**src/rtl/slave_arbiter_r_rr.sv**
```systemverilog
// Round-robin arbiter for NUM_SLV read-data (R) channels onto one master R port.
// Optional ARB_BURST_LOCK_EN: hold the grant until the RLAST beat instead of releasing per beat.
module slave_arbiter_r_rr #(
  parameter int NUM_SLV = 3,
  parameter int DATA_W  = 32,
  parameter int ID_W    = 4
) (
  input  logic                      sys_clk,
  input  logic                      sys_rst,
  input  logic [NUM_SLV-1:0]        s_rvalid,
  input  logic [NUM_SLV*DATA_W-1:0] s_rdata,
  input  logic [NUM_SLV*2-1:0]      s_rresp,
  input  logic [NUM_SLV*ID_W-1:0]   s_rid,
  input  logic [NUM_SLV-1:0]        s_rlast,
  output logic [NUM_SLV-1:0]        s_rready,
  output logic                      m_rvalid,
  output logic [DATA_W-1:0]         m_rdata,
  output logic [1:0]                m_rresp,
  output logic [ID_W-1:0]           m_rid,
  output logic                      m_rlast,
  input  logic                      m_rready,
  output logic [NUM_SLV-1:0]        rvalid_sel,
  output logic                      busy
);

  localparam int PTR_W = (NUM_SLV > 1) ? $clog2(NUM_SLV) : 1;
  localparam int SUM_W = PTR_W + 1;

  typedef enum logic {
    IDLE,
    GRANT
  } state_t;

  state_t               state_q, state_d;
  logic [PTR_W-1:0]     ptr_q, ptr_d;
  logic [PTR_W-1:0]     gidx_q, gidx_d;
  logic [NUM_SLV-1:0]   sel_q, sel_d;

  logic [2*NUM_SLV-1:0] rv_dbl;
  logic [NUM_SLV-1:0]   rv_rot;
  logic                 found;
  logic [SUM_W-1:0]     sum;
  logic [PTR_W-1:0]     pick;
  logic                 hs;
  logic                 rel;

  // Rotate requests so bit 0 is the source at ptr, then take the first set bit.
  always_comb begin
    rv_dbl = {s_rvalid, s_rvalid} >> ptr_q;
    rv_rot = rv_dbl[NUM_SLV-1:0];
    found  = 1'b0;
    sum    = '0;
    for (int k = 0; k < NUM_SLV; k++) begin
      if (!found && rv_rot[k]) begin
        found = 1'b1;
        sum   = {1'b0, ptr_q} + SUM_W'(k);
      end
    end
    if (sum >= SUM_W'(NUM_SLV)) begin
      sum = sum - SUM_W'(NUM_SLV);
    end
    pick = sum[PTR_W-1:0];
  end

  // One-hot mux: sel_q is all-zero outside GRANT, so every master field reads 0 in IDLE.
  always_comb begin
    m_rdata = '0;
    m_rresp = '0;
    m_rid   = '0;
    m_rlast = 1'b0;
    for (int i = 0; i < NUM_SLV; i++) begin
      if (sel_q[i]) begin
        m_rdata = m_rdata | s_rdata[i*DATA_W +: DATA_W];
        m_rresp = m_rresp | s_rresp[i*2 +: 2];
        m_rid   = m_rid   | s_rid[i*ID_W +: ID_W];
        m_rlast = m_rlast | s_rlast[i];
      end
    end
  end

  assign m_rvalid   = |(sel_q & s_rvalid);
  assign s_rready   = sel_q & {NUM_SLV{m_rready}};
  assign rvalid_sel = sel_q;
  assign busy       = (state_q == GRANT);
  assign hs         = m_rvalid & m_rready;

`ifdef ARB_BURST_LOCK_EN
  assign rel = hs & m_rlast;
`else
  assign rel = hs;
`endif

  always_comb begin
    state_d = state_q;
    ptr_d   = ptr_q;
    gidx_d  = gidx_q;
    sel_d   = sel_q;
    unique case (state_q)
      IDLE: begin
        if (found) begin
          state_d = GRANT;
          gidx_d  = pick;
          sel_d   = NUM_SLV'(1) << pick;
        end
      end
      GRANT: begin
        if (rel) begin
          state_d = IDLE;
          sel_d   = '0;
          ptr_d   = (gidx_q == PTR_W'(NUM_SLV-1)) ? '0 : gidx_q + PTR_W'(1);
        end
      end
      default: begin
        state_d = IDLE;
        sel_d   = '0;
      end
    endcase
  end

  always_ff @(posedge sys_clk) begin
    if (sys_rst) begin
      state_q <= IDLE;
      ptr_q   <= '0;
      gidx_q  <= '0;
      sel_q   <= '0;
    end else begin
      state_q <= state_d;
      ptr_q   <= ptr_d;
      gidx_q  <= gidx_d;
      sel_q   <= sel_d;
    end
  end

endmodule
```
**config.mk**
```make
export PLATFORM = sky130hd
export DESIGN_NAME = slave_arbiter_r_rr
export DESIGN_NICKNAME = d
export VERILOG_FILES = /design/src/rtl/slave_arbiter_r_rr.sv
export SDC_FILE = /design/constraint.sdc
export NUM_CORES = 1
export LEC_CHECK = 0
export ABC_AREA = 1
export BUFFER_PORTS_ARGS = -buffer_cell sky130_fd_sc_hd__buf_2
export CORE_AREA = 2 2 66 68
export CTS_CLUSTER_DIAMETER = 100
export DETAILED_ROUTE_END_ITERATION = 6
export DIE_AREA = 0 0 68 70
export PLACE_DENSITY = 0.86
export SYNTH_ARGS = -nofsm -noshare
export SYNTH_HDL_FRONTEND = slang
export SYNTH_SLANG_ARGS = --single-unit
```
**constraint.sdc**
```tcl
create_clock -name sys_clk -period 2.6 [get_ports sys_clk]
set_clock_uncertainty 0.2 [all_clocks]
set_input_delay 0.26 -clock sys_clk [delete_from_list [all_inputs] [get_ports sys_clk]]
set_output_delay 0.26 -clock sys_clk [all_outputs]
set_load 0.02 [all_outputs]
```
Yosys cells after proc, flatten, opt, wreduce, memory -nomap -nowiden
Cells that the tools add are included.

word-level totals
  logic and storage cells = 60
  output and inout port bits = 47
  input bits = 123
  flip-flop bits (word level) = 8

cells by class
  muxes and demuxes = 26
  $lt $le $gt $ge = 1
  bitwise operators = 12
  $add $sub $neg = 4
  reductions and logical operators = 8
  equality and inequality tests = 3
  shifts and indexed selects = 2

operators with widths
  operator               number
  $mux W32               3
  $or A32 B32 Y32        2
  $mux W2                6
  $mux W3                4
  $mux W4                3
  $mux W1                8
  $or A4 B4 Y4           2
  $and A3 B3 Y3          2
  $pmux W3 S2            1
  $reduce_and A2 Y1      3
  $shr A6 B2 Y3          1
  $or A2 B2 Y2           2
  $add A2 B1 Y3 const B  1
  $add A2 B2 Y3 const B  1
  $ge A3 B2 Y1 const B   1
  $reduce_or A3 Y1       1
  $shl A1 B2 Y3 const A  1
  $add A2 B1 Y2 const B  1
  $eq A2 B2 Y1 const B   1
  $logic_and A1 B1 Y1    2
  $logic_not A1 Y1       2
  $ne A2 B1 Y1 const B   1
  $ne A2 B2 Y1 const B   1
  $or A1 B1 Y1           2
  4 further kinds        4

Longest topological paths before layout
Gate-level depths: netlist of the first run.

  depth after elaboration = 13
  depth in mapped cells = 14
  depth with buffers taken out = 13

Worst setup path before layout of the first run
Ideal clock, no wire load.

  path type = flip-flop to flip-flop
  start point = reg sel_q[2], in the netlist rvalid_sel[2]
  end point = reg ptr_q[1]
  setup time = 122 ps
  arrival = 1,516 ps
  cell stages (with the launch flop) = 9
  path slack = 761 ps
  buffers on the path = 1
  path through = dfxtp_1 -> clkbuf_1 -> inv_1 -> o211ai_1 -> nand3_1 -> inv_1 -> nor2_1 -> inv_1 -> o21ai_0

on the way
  cells in the longest elaborated chain, start to end = 4

ends and longest elaborated chain
  item                         line  text
  from (decl)                  37    logic [NUM_SLV-1:0] sel_q, sel_d;
  from (signal assigned)       130   sel_q <= sel_d;
  $and A3 B3 Y3                81    assign m_rvalid = |(sel_q & s_rvalid);
  $reduce_or A3 Y1             81
  via m_rvalid                 16    output logic m_rvalid,
  $and A1 B1 Y1                85    assign hs = m_rvalid & m_rready;
  $reduce_and A2 Y1 (no line)  -
  to (signal assigned)         128   ptr_q <= ptr_d;
  to (decl)                    35    logic [PTR_W-1:0] ptr_q, ptr_d;

The timed path passes the listed nets, and every way through them passes these cells.
A chain may end at the register's enable or synchronous reset.

Final worst setup path of the first run
  start point = reg ptr_q[0]
  end point = reg gidx_q[0]

on the way
  cells in the longest elaborated chain, start to end = 10
  elaborated cells on any way between the ends = 17

ends and longest elaborated chain
  item                                           line    text
  $shr A6 B2 Y3                                  49      rv_dbl = {s_rvalid, s_rvalid} >> ptr_q;
  $mux W1                                        54      if (!found && rv_rot[k]) begin
  $logic_not A1 Y1                               54
  $logic_and A1 B1 Y1                            54
  $mux W1                                        54
  $logic_not A1 Y1                               54
  $logic_and A1 B1 Y1                            54
  $mux W3                                        54
  $ge A3 B2 Y1 or $sub A2 B2 Y2 (tied branches)  59, 60
  $mux W2                                        59      if (sum >= SUM_W'(NUM_SLV)) begin
  to (signal assigned)                           129     gidx_q <= gidx_d;
  to (decl)                                      36      logic [PTR_W-1:0] gidx_q, gidx_d;

Parallel ways exist; a longest one is shown, timed or not.

==> implementation parameters, run 1 <==
Parameter                              Value

Finish
  Layout-stage area growth over the synthesis result ... 67.2%
  Share of layout cells above drive strength 1 ... around 45%
  Diode insertion count for antenna repair ... 0
  Non-Filler Cell Area, Final ... between 2000 and 2500 um^2
  Final Util ... 54.9%
  Fill cell total of the finished layout ... about 420
  Nets ... about 560

Setup path
  CP dominant cell by count ... nand2_1
  Crit path max fanout ... 9
  Crit-path slowest cell ... dfxtp_1
  Critical path type ... reg -> reg
  Setup crit start kind ... register
  Sort of element at the end of the critical path ... register
  Worst endpoint data arrival time ... 1.92 ns
  Cell-by-cell trace of the critical path ... nand2_1, nand3_2, nand2_4, nor2_4, nand2_1, nand3_1, nand2_1, nand3_1, nand2_1, o21ai_0, inv_1
  Critical path's largest stage delay ... around 0.55 ns
  Data required, critical path ... between 2 and 3 ns

Timing
  Final-report setup violation count ... 0
  RSZ-0062 raised after global routing ... false
  Actual slew at the worst max-slew pin ... around 0.43 ns
  Hold Fails Final Rpt ... 0
  Max Freq ... 0.500 GHz
  Worst hold slack ... ~0.07 ns
  Period Utilization, post-route ... 77.0%
  Clock period minus worst slack ... roughly 2.0 ns
  Number of max-slew violations in the final report ... 0
  Headroom to the max-slew limit ... between 70% and 80%
  Total Neg Setup Slack ... 0 ns

Global routing
  Number of global-route vias before repair ... around 2100
  Global-route layer with the greatest usage ... met2
  Total gr overflow ... 0
  Global-route usage over all layers ... 21.4%
  M3 GR Usage ... around 3.2%
  Wire length of the first global-routing pass ... around 8400 um
  Largest net degree at the start of global routing ... 44
  Initial antenna violation count ... 0
  Met1 layer usage reported by global route ... 25.2%
  Met2 usage ... a little under 40%

Detailed routing
  Detail Route Antenna Nets ... 0
  Post-route DRC ... 0
  DR vias/cell ... approximately 4.7
  Vias ... between 2000 and 2500
  Final wirelength ... roughly 5200 um
  Routed wirelength normalized by instance count ... approximately 11 um
  1st-pass router iterations ... 4
  DR iter-0 viols ... 101

Logic synthesis
  Post-synthesis mux area share ... 0%
  Synthesized-area fraction occupied by xor and xnor cells ... 0%
  Synth unique cells ... 20
  Seq cells post-synth ... 8
  Number of nets in the synthesized netlist ... between 300 and 400
  Post-synthesis average cell area ... 4.95 um^2
  Synth Warn # ... 0
  Part of the Yosys area used for sequential elements ... between 10% and 20%
  Largest family of logic cells by synthesized area ... simple AND/OR/NAND/NOR gates
  Area share of and/or/nand/nor cells after synthesis ... a little under three quarters
  Dominant cells by area after synthesis ... nand2_1 40%, nand3_1 18%, dfxtp_1 12%, inv_1 5.2%, clkbuf_1 4.1%
  Cell area after synthesis ... 1360 um^2
  Synthesized-area fraction occupied by ao, oa, aoi and oai cells ... 4.96%
  Cells after Synth ... roughly 280
  Adder-cell share of the synthesized area ... less than 1%
  Dominant cell type by area after synthesis ... nand2_1
  Area share of the largest cell type after synthesis ... between 30% and 40%

CTS
  TritonCTS clock tree ... yes
  Root buf cell ... clkbuf_8
  Number of sinks driven by the clock tree ... 8
  Post-CTS setup buffer count ... 0
  Resized Gates After CTS ... 0
  Hold-fix buffers at CTS ... 0
  Max Buffers Root-to-Sink ... 2
  TritonCTS Buffers ... 3
  Clock transition at path regs ... 0.04 ns
  Max H-tree Level ... 1
  Clock insertion delay at the later pin of the skew report ... about 0.23 ns

Die
  Row Count ... 24
  Overall die height ... about 70 um
  Width of the chip ... between 60 and 70 um
  Top-level I/O count ... 170
  Initial cell density of the core ... 32.9%
  Total Die Area ... approximately 4800 um^2
  Placeable core area ... between 4000 and 5000 um^2

Job
  Max-cap violations ... 0

Placed design
  Number of I/O port buffers ... between 150 and 200
  Last weighted congestion value of the routability-driven placer ... roughly 0.9
  Cell area after placement ... around 2200 um^2
  Dpl hpwl ... about 4200 um

Pwr
  Switching power summed over all nets ... 0.352 mW
  Clock share of power ... roughly a fifth
  Post-layout power ... about 0.77 mW
  Power per cell area ... 336 nW/um^2
  Worst vdd rail ir drop ... between 0.1 and 0.15 mV
  Comb power frac ... roughly three fifths
  Cell-internal power ... approximately 0.41 mW
  Leakage ... roughly 1.4 nW
  Sequential group share of total power ... roughly 18%
  Net switching fraction of the power ... between 40% and 50%

Status
  Outcome ... finished, final reports clean

Worst hold path
  Hold WC Path Type ... in -> reg
## state kept, by name, summed over array words and instances (netlist names)
| signal | flops |
|---|---|
| busy | 1 |
| gidx_q | 2 |
| ptr_q | 2 |
| rvalid_sel | 3 |
## critical path: cells and delay by family, from the launching register on
kind                   cells  cell delay (ns)
and+or+nand+nor            9             0.93
DFF                        1             0.55
AOI/OAI and AO/OA          1             0.15
buffers and inverters      1             0.06
## cell usage after synthesis
cell and n:
nand4_1 5, nand2_4 4, a21oi_1 5, dfxtp_1 8, clkbuf_1 15, nand3_1 49
o211ai_1 1, nand2_2 6, o21ai_0 6, inv_1 19, nor2_4 1, nand2_1 145
nand3_2 4, nand3b_2 1, ha_1 1, buf_6 1, inv_2 1, nor2_1 1
o21ai_1 1, inv_6 1
## layer usage
metal  vias up  part of all wire (%)
met5         -                     0
met4         0                   1.1
met3         9                   6.9
met2        87                    52
met1       993                    40
li1       1190                     -
## power groups by stage
stage,clock network [mW],registers (mW),logic (mW)
finish,0.154,0.139,0.472
global route,0.163,0.141,0.519
CTS,0.154,0.140,0.474
detailed placement,0,0.142,0.471
global placement,0,0.141,0.466
floorplan,0,0.145,0.268
## logic make-up after synthesis
kind of cell	count (synthesis)
buffers and inverters	37
AND/OR/NAND/NOR	216
adder cells (fa/ha/maj)	1
flip-flops	8
AO/OA/AOI/OAI	13
## area by class of cell
class	instances	area [um^2]	area share, %
Inverter	21	83.8	3.68
Multi-Input combinational cell	230	1050	46.1
Sequential cell	8	160	7.04
Timing Repair Buffer	173	876	38.5
Tap cell	52	65.1	2.86
Clock buffer	3	41.3	1.81
## metrics by stage
stage | setup WS, ns | std cells
floorplan | 0.761 | 275
global placement | 0.730 | 484
detailed placement | 0.629 | 484
CTS | 0.614 | 487
global route | 0.392 | 487
finish | 0.599 | 487
## cell usage in the layout (no fill, tap or decap), drive strengths merged
master  count
a21oi       5
buf       173
clkbuf      3
dfxtp       8
ha          1
inv        21
nand2     155
nand3      53
nand3b      1
nand4       5
nor2        2
o211ai      1
o21ai       7
## final timing paths
| kind | end | startpoint | slack, ns | cells after the start |
|---|---|---|---|---|
| worst max-delay path | gidx_q[0]$_SDFFE_PP0P_ | ptr_q[0]$_SDFFE_PP0P_ | 0.60 | 11 |
| worst min-delay path | rvalid_sel[1]$_SDFFE_PP0P_ | sys_rst | 0.07 | 2 |
| worst max register to register | gidx_q[0]$_SDFFE_PP0P_ | ptr_q[0]$_SDFFE_PP0P_ | 0.60 | 11 |
| worst min register to register | ptr_q[1]$_SDFFE_PP0P_ | gidx_q[0]$_SDFFE_PP0P_ | 0.31 | 2 |
No activity file was read; power rests on OpenSTA's default activity.
==> run 2, diff against run 1 <==
- CORE_AREA: 2 2 66 68 -> not set
- CORE_UTILIZATION: not set -> 33
- DIE_AREA: 0 0 68 70 -> not set
- PLACE_DENSITY: 0.86 -> 0.84
- clock period: 2.6 -> 2 ns (I/O delays scaled with it)
==> run 2 against run 1 <==
Combinational power is 32% higher; sequential share of layout area is 0.12 points lower; setup slack worse by 0.46 ns; cell count is 0.21% lower; largest cell class unchanged; largest power group unchanged; highest routed layer unchanged.
==> implementation parameters, run 2 (synthesis results as in run 1) <==
Parameter                              Value

Status
  Outcome ... finished, final reports clean

Die
  Overall die height ... 66.2 um (-5.4%)
  Total Die Area ... 4390 um^2 (-7.9%)
  Row Count ... 22 (-8.3%)
  Width of the chip ... 66.2 um (-2.6%)
  Initial cell density of the core ... 35.8% (+3.0 points)
  Top-level I/O count ... 170 (unchanged)
  Placeable core area ... 3800 um^2 (-8.3%)

Timing
  RSZ-0062 raised after global routing ... false
  Period Utilization, post-route ... 92.8% (+16 points)
  Actual slew at the worst max-slew pin ... 0.454 ns (+0.0290 ns)
  Headroom to the max-slew limit ... 69.7% (-2.0 points)
  Clock period minus worst slack ... 1.86 ns (-0.145 ns)
  Hold Fails Final Rpt ... 0 (unchanged)
  Total Neg Setup Slack ... 0 ns (unchanged)
  Max Freq ... 0.539 GHz (+7.8%)
  Number of max-slew violations in the final report ... 0 (unchanged)
  Setup ws final ... 0.144 ns (-0.455 ns)
  Final-report setup violation count ... 0 (unchanged)

CTS
  Clock transition at path regs ... 0.04 ns (about the same)
  Post-CTS setup buffer count ... 0 (unchanged)
  Max H-tree Level ... 1 (unchanged)
  TritonCTS Buffers ... 3 (unchanged)
  TritonCTS clock tree ... yes
  Number of sinks driven by the clock tree ... 8 (unchanged)
  Clock insertion delay at the later pin of the skew report ... 0.24 ns (about the same)
  Max Buffers Root-to-Sink ... 2 (unchanged)
  Root buf cell ... clkbuf_8

Finish
  Commonest non-fill, non-tap cell in the layout ... buf_2
  Top library cells by usage in the layout, fill and taps aside ... 169 x buf_2, 145 x nand2_1, 49 x nand3_1
  Diode insertion count for antenna repair ... 0 (unchanged)
  Flip-flop count of the largest register after layout ... 3 (unchanged)
  Fill cell total of the finished layout ... 369 (-13%)
  Share of layout cells above drive strength 1 ... 45.0% (+0.38 points)
  Final cell count without fillers ... 486 (-0.21%)
  Nets ... 564 (+0.53%)
  Layout-stage area growth over the synthesis result ... 71.5%
  Final Util ... 61.5% (+6.5 points)

Detailed routing
  Routed wirelength normalized by instance count ... 11.3 um (+5.9%)
  Final wirelength ... 5510 um (+5.7%)
  1st-pass router iterations ... 4 (unchanged)
  Post-route DRC ... 0 (unchanged)
  DR vias/cell ... 4.70 (+0.38%)
  Vias ... 2283 (+0.18%)
  Detail Route Antenna Nets ... 0 (unchanged)
  DR iter-0 viols ... 117 (+16%)

Placed design
  Last weighted congestion value of the routability-driven placer ... 0.900 (-0.38%)
  Pre-CTS setup slack ... 0.118 ns (-0.510 ns)
  Number of I/O port buffers ... 169 (unchanged)
  Dpl hpwl ... 4480 um (+6.3%)
  Cell total after placement ... 482 (-0.41%)

Global routing
  Total gr overflow ... 0 (unchanged)
  Wire length of the first global-routing pass ... 7880 um (-6.1%)
  Number of global-route vias before repair ... 1837 (-12%)
  Largest net degree at the start of global routing ... 39 (-11%)
  Initial antenna violation count ... 0 (unchanged)
  Global-route usage over all layers ... 23.1% (+1.7 points)

Setup path
  Setup crit start kind ... register
  CP dominant cell by count ... inv_1
  Crit path max fanout ... 5 (-4)
  Endpoint of the most critical register-to-register path ... gidx_q[0]$_SDFFE_PP0P_
  Critical path's largest stage delay ... 0.41 ns (-0.14 ns)
  R2r startpoint ... ptr_q[1]$_SDFFE_PP0P_
  Worst endpoint data arrival time ... 1.78 ns (-0.14 ns)
  Worst r2r path cells ... 11 (unchanged)
  Sort of element at the end of the critical path ... register
  Data required, critical path ... 1.92 ns (-0.60 ns)
  Reg-to-reg slack, setup ... 0.14 ns (-0.46 ns)
  Cell-by-cell trace of the critical path ... inv_1, nand3_1, nand2_4, inv_2, nand3b_2, nand2_4, inv_1, nand3_1, nand2_1, o21ai_1, inv_1
  Crit-path slowest cell ... dfxtp_1
  Critical path type ... reg -> reg

Pwr
  Worst vdd rail ir drop ... 0.198 mV (+38%)
  Power per cell area ... 438 nW/um^2 (+30%)
  Post-layout power ... 1.02 mW (+33%)
  Leakage ... 1.45 nW (+1.7%)

Worst hold path
  Hold Startpoint ... m_rready
  Endpoint with the worst hold slack ... ptr_q[0]$_SDFFE_PP0P_
  Hold WC Path Type ... in -> reg
  Min-Delay Path Depth ... 5 (+3)

Job
  Max-cap violations ... 0 (unchanged)
[run 2: changes by cell type in the layout (fill, tap and decap cells not counted), sizes merged]
cell | previous run | this run
buf | 173 | 175
dlygate4sd3 | 0 | 1
[run 2: critical path, delay by kind of cell (launching register included)]
family                 cells  cell delay (ns)
AND/OR/NAND/NOR            6             0.62
AO/OA/AOI/OAI              1             0.17
flip-flops                 1             0.41
buffers and inverters      4             0.33
[run 2: per-layer routing]
metal	GRT usage, %	vias up	wire, um
li1	-	1196	-
met3	3.45	8	543
met1	26.3	959	2100
met5	0	-	0
met2	43.2	120	2800
met4	7.45	0	54
[run 2: area by class of cell]
cell class | instances | area [um^2] | area share, %
Inverter | 21 | 83.8 | 3.59
Tap cell | 48 | 60.1 | 2.57
Multi-Input combinational cell | 230 | 1050 | 45.0
Clock buffer | 3 | 41.3 | 1.77
Timing Repair Buffer | 176 | 938 | 40.2
Sequential cell | 8 | 161 | 6.91
[run 2: worst max-delay path by stage]
stage                                           from                endpoint  slack, ns  cells after the start
after floorplan           rvalid_sel[2]$_SDFFE_PP0P_   ptr_q[1]$_SDFFE_PP0P_       0.16                      8
after global placement         ptr_q[0]$_SDFFE_PP0P_  gidx_q[0]$_SDFFE_PP0P_       0.22                     10
after detailed placement       ptr_q[0]$_SDFFE_PP0P_  gidx_q[0]$_SDFFE_PP0P_       0.12                     10
after CTS                      ptr_q[0]$_SDFFE_PP0P_  gidx_q[0]$_SDFFE_PP0P_       0.04                     10
after global routing           ptr_q[1]$_SDFFE_PP0P_  gidx_q[0]$_SDFFE_PP0P_       0.02                     11
final                          ptr_q[1]$_SDFFE_PP0P_  gidx_q[0]$_SDFFE_PP0P_       0.14                     11
[run 2: what timing repair did]
action,4_1_cts,5_1_grt
hold buffers,1,0
endpoints found under the hold margin,1,0
gates resized for setup,0,2
setup endpoints to repair,0,5
[run 2: where the power goes]
| group | total [mW] | internal (mW) | switching, mW |
|---|---|---|---|
| registers | 0.196 | 0.173 | 0.0231 |
| clock network | 0.201 | 0.131 | 0.0700 |
| logic | 0.625 | 0.252 | 0.373 |
| total | 1.02 | 0.556 | 0.466 |
[run 2: stage by stage]
stage          instance area, um^2  hold WS, ns
2_1_floorplan                 1360       0.0691
3_3_place_gp                  2280        0.246
3_5_place_dp                  2280        0.243
4_1_cts                       2330        0.250
5_1_grt                       2330        0.313
6_report                      2330        0.247
